===== config.mk =====
export PLATFORM = sky130hd
export DESIGN_NAME = reg_file_mp
export DESIGN_NICKNAME = d
export VERILOG_FILES = /design/src/rtl/reg_file_mp.sv
export SDC_FILE = /design/constraint.sdc
export NUM_CORES = 2
export LEC_CHECK = 0
export BUFFER_PORTS_ARGS = -buffer_cell sky130_fd_sc_hd__clkbuf_2
export CELL_PAD_IN_SITES_DETAIL_PLACEMENT = 0
export CELL_PAD_IN_SITES_GLOBAL_PLACEMENT = 1
export CORE_MARGIN = 8
export CORE_UTILIZATION = 30
export CTS_CLUSTER_SIZE = 24
export DETAILED_ROUTE_END_ITERATION = 10
export PLACE_DENSITY = 0.55
export SYNTH_ARGS = -nofsm -noshare
export SYNTH_HDL_FRONTEND = slang
export SYNTH_SLANG_ARGS = --single-unit

===== constraint.sdc =====
create_clock -name clk -period 44 [get_ports clk]
set_input_delay 2.2 -clock clk [delete_from_list [all_inputs] [get_ports clk]]
set_output_delay 2.2 -clock clk [all_outputs]
set_load 0.01 [all_outputs]

===== src/rtl/reg_file_mp.sv =====
`default_nettype none
// ============================================================================
// Module   : reg_file_mp
// Brief    : Multi-port register file, two prioritised write ports, per-port
//            write-to-read bypass and an integrated busy scoreboard.
// Revision : 1.0 - initial release
// ============================================================================
module reg_file_mp #(
    parameter int DATA_W   = 32,
    parameter int ADDR_W   = 5,
    parameter int NUM_RD   = 4,
    parameter int ZERO_REG = 1
) (
    input  logic                       clk,
    input  logic                       rst,
    input  logic [1:0]                 w_en,
    input  logic [2*ADDR_W-1:0]        w_addr,
    input  logic [2*DATA_W-1:0]        w_data,
    input  logic [NUM_RD-1:0]          r_en,
    input  logic [NUM_RD*ADDR_W-1:0]   r_addr,
    output logic [NUM_RD*DATA_W-1:0]   r_data,
    output logic [NUM_RD-1:0]          r_busy,
    input  logic [1:0]                 alloc_en,
    input  logic [2*ADDR_W-1:0]        alloc_addr,
    input  logic                       flush
);

    localparam int c_DEPTH = 2**ADDR_W;

    logic [c_DEPTH-1:0][DATA_W-1:0] regs_q, regs_d;
    logic [c_DEPTH-1:0]             busy_q, busy_d;

    // Later assignments override earlier ones: port 1 beats port 0, an
    // allocation beats a write clear, and flush beats everything.
    always_comb begin
        regs_d = regs_q;
        busy_d = busy_q;
        for (int k = 0; k < 2; k++) begin
            if (w_en[k]) begin
                regs_d[w_addr[k*ADDR_W +: ADDR_W]] = w_data[k*DATA_W +: DATA_W];
                busy_d[w_addr[k*ADDR_W +: ADDR_W]] = 1'b0;
            end
        end
        for (int k = 0; k < 2; k++) begin
            if (alloc_en[k]) begin
                busy_d[alloc_addr[k*ADDR_W +: ADDR_W]] = 1'b1;
            end
        end
        if (flush) begin
            busy_d = '0;
        end
        if (ZERO_REG != 0) begin
            regs_d[0] = '0;
            busy_d[0] = 1'b0;
        end
    end

    always_ff @(posedge clk or posedge rst) begin
        if (rst) begin
            regs_q <= '0;
            busy_q <= '0;
        end else begin
            regs_q <= regs_d;
            busy_q <= busy_d;
        end
    end

    for (genvar i = 0; i < NUM_RD; i++) begin : g_rd
        logic [ADDR_W-1:0] w_ra;
        logic              w_hit1;
        logic              w_hit0;
        logic              w_zero;
        logic [DATA_W-1:0] w_rdata;
        logic              w_rbusy;

        assign w_ra   = r_addr[i*ADDR_W +: ADDR_W];
        assign w_hit1 = w_en[1] && (w_addr[ADDR_W +: ADDR_W] == w_ra);
        assign w_hit0 = w_en[0] && (w_addr[0 +: ADDR_W] == w_ra);
        assign w_zero = (ZERO_REG != 0) && (w_ra == '0);

        // Reset also masks the bypass path so nothing leaks out while rst=1.
        always_comb begin
            w_rdata = '0;
            w_rbusy = 1'b0;
            if (!rst && r_en[i] && !w_zero) begin
                if (w_hit1) begin
                    w_rdata = w_data[DATA_W +: DATA_W];
                end else if (w_hit0) begin
                    w_rdata = w_data[0 +: DATA_W];
                end else begin
                    w_rdata = regs_q[w_ra];
                    w_rbusy = busy_q[w_ra];
                end
            end
        end

        assign r_data[i*DATA_W +: DATA_W] = w_rdata;
        assign r_busy[i]                  = w_rbusy;
    end

endmodule
`default_nettype wire

# ---- Yosys cells after proc, flatten, opt, wreduce, memory -nomap -nowiden
# Index checks and enable logic that the tools add are counted.
dict set report word_totals {
  reg_bits 1023
  inputBits 115
  output_inout_bits 132
  elab_cells 148
}
dict set report op_classes {
  n_lt_le_gt_ge 12
  eq_ne 8
  mux 61
  bitwise 6
  n_reduce_logical 29
}
# operator count
set op_table {}
lappend op_table {{bitwise mux 1024 bit} 2}
lappend op_table {{two-way mux 1024 bit} 2}
lappend op_table {{two-way mux 32 bit} 23}
lappend op_table {{binary-select mux 32 bit (select 5 bit)} 4}
lappend op_table {{demux 32 bit (select 5 bit)} 2}
lappend op_table {{bitwise AND 32 bit} 2}
lappend op_table {{NOT 32 bit} 2}
lappend op_table {{bitwise OR 32 bit} 2}
lappend op_table {{less-than comparator 5 x 6 -> 1 bit (second input constant)} 8}
lappend op_table {{equality test 5 bit} 8}
lappend op_table {{binary-select mux 1 bit (select 5 bit)} 4}
lappend op_table {{demux 1 bit (select 5 bit)} 4}
lappend op_table {{>= comparator 5 x 1 -> 1 bit (second input constant)} 4}
lappend op_table {{logical AND 1 bit} 20}
lappend op_table {{logical NOT 5 bit} 4}
lappend op_table {{two-way mux 1 bit} 20}
lappend op_table {{logical NOT 1 bit} 5}

# ---- Longest topological paths before layout
dict set report logic_depth {
  ltp_word 14
  ltp_mapped 10
  depth_no_buf 5
}

# ---- Worst setup path before layout
# Ideal clock, no wire load.
dict set report synth_path {
  path_type {input-to-output}
  start {in rst}
  end {out r_data[36]}
  arrival_time_ns 26.967
  slack_ns 14.833
  stages 6
  n_path_buf 1
  cell_sequence {inv_1 -> o211ai_1 -> nor3_2 -> clkbuf_1 -> a21oi_1 -> a22oi_1}
}
dict set report synth_via {
  elab_chain_cells 4
}
# element line_no
set synth_lines {}
lappend synth_lines {{start, declared} 15} ;# input logic rst,
lappend synth_lines {{logical NOT 1 bit} 85} ;# if (!rst && r_en[i] && !w_zero) begin
lappend synth_lines {{logical AND 1 bit (2 in a row)} 85}
lappend synth_lines {{two-way mux 32 bit} 85}
lappend synth_lines {{end, declared} 21} ;# output logic [NUM_RD*DATA_W-1:0] r_data,
# Every way passes these cells.

# ---- Worst setup path after layout
dict set report layout_path {
  start {in r_addr[12]}
  end {out r_data[81]}
}
dict set report layout_via {
  elab_chain_cells 5
  word_cells_on_any_way 12
}
# element line_no
set layout_lines {}
lappend layout_lines {{start, declared} 20} ;# input logic [NUM_RD*ADDR_W-1:0] r_addr,
lappend layout_lines {{binary-select mux 32 bit (select 5 bit) or equality test 5 bit (tied branches)} {91, 78}}
lappend layout_lines {{two-way mux 32 bit (implied by the code) or logical AND 1 bit (tied branches)} {91, 78}}
lappend layout_lines {{two-way mux 32 bit} 88} ;# end else if (w_hit0) begin
lappend layout_lines {{two-way mux 32 bit} 86} ;# if (w_hit1) begin
lappend layout_lines {{two-way mux 32 bit (*)} 85}
# Mark *: on every way between the ends. The rest lies on a longest branch, timed or not. The select of a mux whose other input is x is not followed.

==> qor.yml <==
synthesis:
  syn-cell-area_mm2: 0.08401
  synth_area_per_cell_um2: 9.324
  ys_warn_count: 0
  synth_edf_count: 0
  yosysSeqAreaShare: 0.3047
  syn_nets: 9125
  ys_seq_elements: 1023
  syn-instance-count: 9010
  ys_async_sr_fraction: 1.000
  synthFlopType: "dfrtp_1"
  ys_types: 57
floorplan:
  die_x_um: 545.2
  ios: 247
  coreArea_mm2: 0.2789
  rows: 194
  die_h_um: 545.2
  start_util: 0.3012
  die_area_mm2: 0.2972
critical_path:
  startpoint_type: "input port"
  reg2reg_from: "regs_q[363]"
  worstPathArrival_ns: 7.65
  worst_r2r_endpoint: "regs_q[363]"
  startpoint: "r_addr[12]"
  cp.required_ns: 41.80
  r2r_cells: 2
  ff2ff_setup_slack_ns: 43.09
  endpoint_kind: "primary output"
  worstSetupPathType: "in -> out"
  critPathMaxFanout: 61
  crit_path_end: "r_data[81]"
power_and_ir_drop:
  swShare: 0.3727
  clkPwrFrac: 0.303
  max-vdd-ir-drop_v: 0.00003301
  cellLeakagePower_uw: 0.03660
  p_int_uw: 2537
  switchingPower_uw: 1507
  power_frac_seq: 0.378
  comb_power_share: 0.319
  p_per_area_mw_per_mm2: 43.62
drt:
  drt_pass1_iterations: 8
  via_per_inst: 6.854
  wire_per_inst_um: 41.95
  route.detailed.drc: 0
  vias: 84742
  ant_nets: 0
  drt_wl_total_um: 518700
  dr.first_iter.drc_count: 13813
clock_tree:
  clock_path_buffers: 4
  htreeDepth: 4
  ctsResizeCount: 0
  clkTransAtPathRegs_ns: 0.06
  worstSkewPairLatency_ns: 0.83
  cts_setup_buffers: 0
  cts.sinks: 1023
  cts_hold_buffers: 0
  cts_tree: "built"
  cts_made_buffers: 144
  root_buffer: "clkbuf_16"
cells_and_area:
  fin_nets: 8631
  fin_util: 0.3324
  final_cell_area_mm2: 0.09270
  final_layout_size_suffix_gt1_frac: 0.2296
  fillers: 28272
  regArea_mm2: 0.02560
  multiInputGateArea_mm2: 0.05411
  syn_to_final_growth_pct: 10.34
sta:
  setup_viol: 0
  hold_viol_final: 0
  final.period_utilization: 0.2239
  fin_skew_ns: 0
  slew_headroom: -0.1170
  max_freq_mhz: 101.5
  min_period_ns: 9.853
  fin_tns_setup_ns: 0
  tightest_slew_ns: 1.668
  rsz0062_at_grt: "no"
  slew_viol_final: 2
hold_path:
  hold_class: "reg -> reg"
  min_path_cells: 2
place:
  place_congestion: 0.9077
  place_hpwl_um: 303900
  place_area_mm2: 0.08801
  io_buffers: 246
grt:
  top_usage_layer: "met2"
  grt_max_degree: 129
  grt_pass1_wl_um: 700600
  track_usage: 0.3312
  grt_antenna_before_repair: 43
  grtUsageMet1: 0.4193
  use_met2: 0.4782
  grt_overflow_total: 0
  use_met3: 0.1106
  grt_pass1_vias: 79371
run:
  drv_cap: 1
outcome:
  status: "finished with violations"
  violations: "max-capacitance violations, max-slew violations"
layer usage:
layer / vias up / share of wire
met3: 1748 / 0.13
li1: 32944 / -
met5: - / 0.00048
met4: 38 / 0.080
met2: 6956 / 0.42
met1: 43056 / 0.37
Yosys cell counts, drive strengths merged (2+ instances only):
library cell | n | area, um^2
mux4 | 775 | 17450
nand3b | 49 | 367.9
a211oi | 31 | 232.7
or4 | 2 | 15.01
and2 | 6 | 37.54
or3 | 4 | 25.02
o21ai | 644 | 3223
xnor2 | 24 | 210.2
clkbuf | 828 | 3108
or2 | 3 | 18.77
a41oi | 32 | 280.3
mux2 | 353 | 3975
nand4 | 5 | 31.28
nor3 | 567 | 2848
and4b | 2 | 20.02
nor2 | 811 | 3044
a221oi | 125 | 1095
a222oi | 31 | 310.3
o221ai | 64 | 560.5
buf | 326 | 1632
o31ai | 31 | 232.7
a2111oi | 2 | 23.77
nor3b | 5 | 42.54
nand2b | 3 | 18.77
xor2 | 16 | 140.1
o21a | 31 | 232.7
nand2 | 735 | 2759
nor2b | 68 | 425.4
dfrtp | 1023 | 25600
a22o | 5 | 43.79
mux2i | 638 | 6386
and3 | 6 | 37.54
or3b | 8 | 70.07
inv | 54 | 202.7
and3b | 2 | 17.52
nand3 | 10 | 50.05
o211ai | 5 | 37.54
o22ai | 124 | 775.7
a31oi | 59 | 369.1
o32ai | 30 | 262.8
a21oi | 1305 | 6531
nor4 | 4 | 25.02
a22oi | 157 | 1179
worst min path at each step:
stage / start / slack [ns] / to
after global routing: busy_q[11] / 0.64 / busy_q[11]
after CTS: busy_q[19] / 0.60 / busy_q[19]
after global placement: busy_q[16] / 0.57 / busy_q[16]
final: busy_q[19] / 0.60 / busy_q[19]
after detailed placement: busy_q[11] / 0.58 / busy_q[11]
after floorplan: busy_q[18] / 0.53 / busy_q[18]
flip-flops by register name, summed over array words and instances, names as in the netlist:
signal / flops
regs_q: 992
busy_q: 31
cell type report:
cell class / instances / share of cell area
clock inverters: 41 / 0.005089
clock buffers: 203 / 0.04476
diodes: 25 / 0.0006749
flip-flops and latches: 1023 / 0.2762
well taps: 3724 / 0.05027
multi-input cells: 6779 / 0.5838
inverters: 54 / 0.002295
repair buffers: 514 / 0.03698
worst max-delay path, stage by stage:
cell and delay (ns):
buf_8 0.34, buf_4 0.67, buf_4 0.83, buf_4 0.89
buf_4 0.79, mux2_2 0.42, a222oi_1 0.35, o21a_1 0.17
a41oi_1 0.44, clkbuf_2 0.34
power by group through the flow:
stage                     sequential [uW]  clock [uW]  combinational, uW
final                                1530        1220               1290
after global placement               1500           0               1240
after detailed placement             1520           0               1260
after floorplan                      1390           0                933
after global routing                 1550        1260               1360
after CTS                            1500        1230               1260
per-stage QoR:
step / hold slack (ns) / power [uW] / instances / worst slack (ns)
5_1_grt: 0.6356 / 4171 / 12339 / 34.19
4_1_cts: 0.5979 / 3993 / 12338 / 34.33
6_report: 0.5966 / 4044 / 12363 / 34.15
2_1_floorplan: 0.5274 / 2319 / 9010 / 12.94
3_5_place_dp: 0.5849 / 2774 / 12094 / 34.33
3_3_place_gp: 0.5652 / 2736 / 12094 / 34.35
cell usage in the layout, fill, tap and decap left out, drive strengths merged, types with 68 or more instances in the layout:
master,n
buf,284
nand2,735
nor2b,68
dfrtp,1023
o22ai,124
a22oi,157
a221oi,125
o21ai,644
a21oi,1305
mux2i,638
mux4,775
clkbuf,433
nor3,567
mux2,353
nor2,811
logic make-up after synthesis:
logic type	count (synthesis)	share of synthesized area
AOI/OAI and AO/OA	2682	0.1838
and+or+nand+nor	2291	0.1174
muxes	1766	0.3311
buffers and inverters	1208	0.05883
DFF	1023	0.3047
xor gates and xnor gates	40	0.004170
Note: power is estimated with default switching activity, not from simulation.
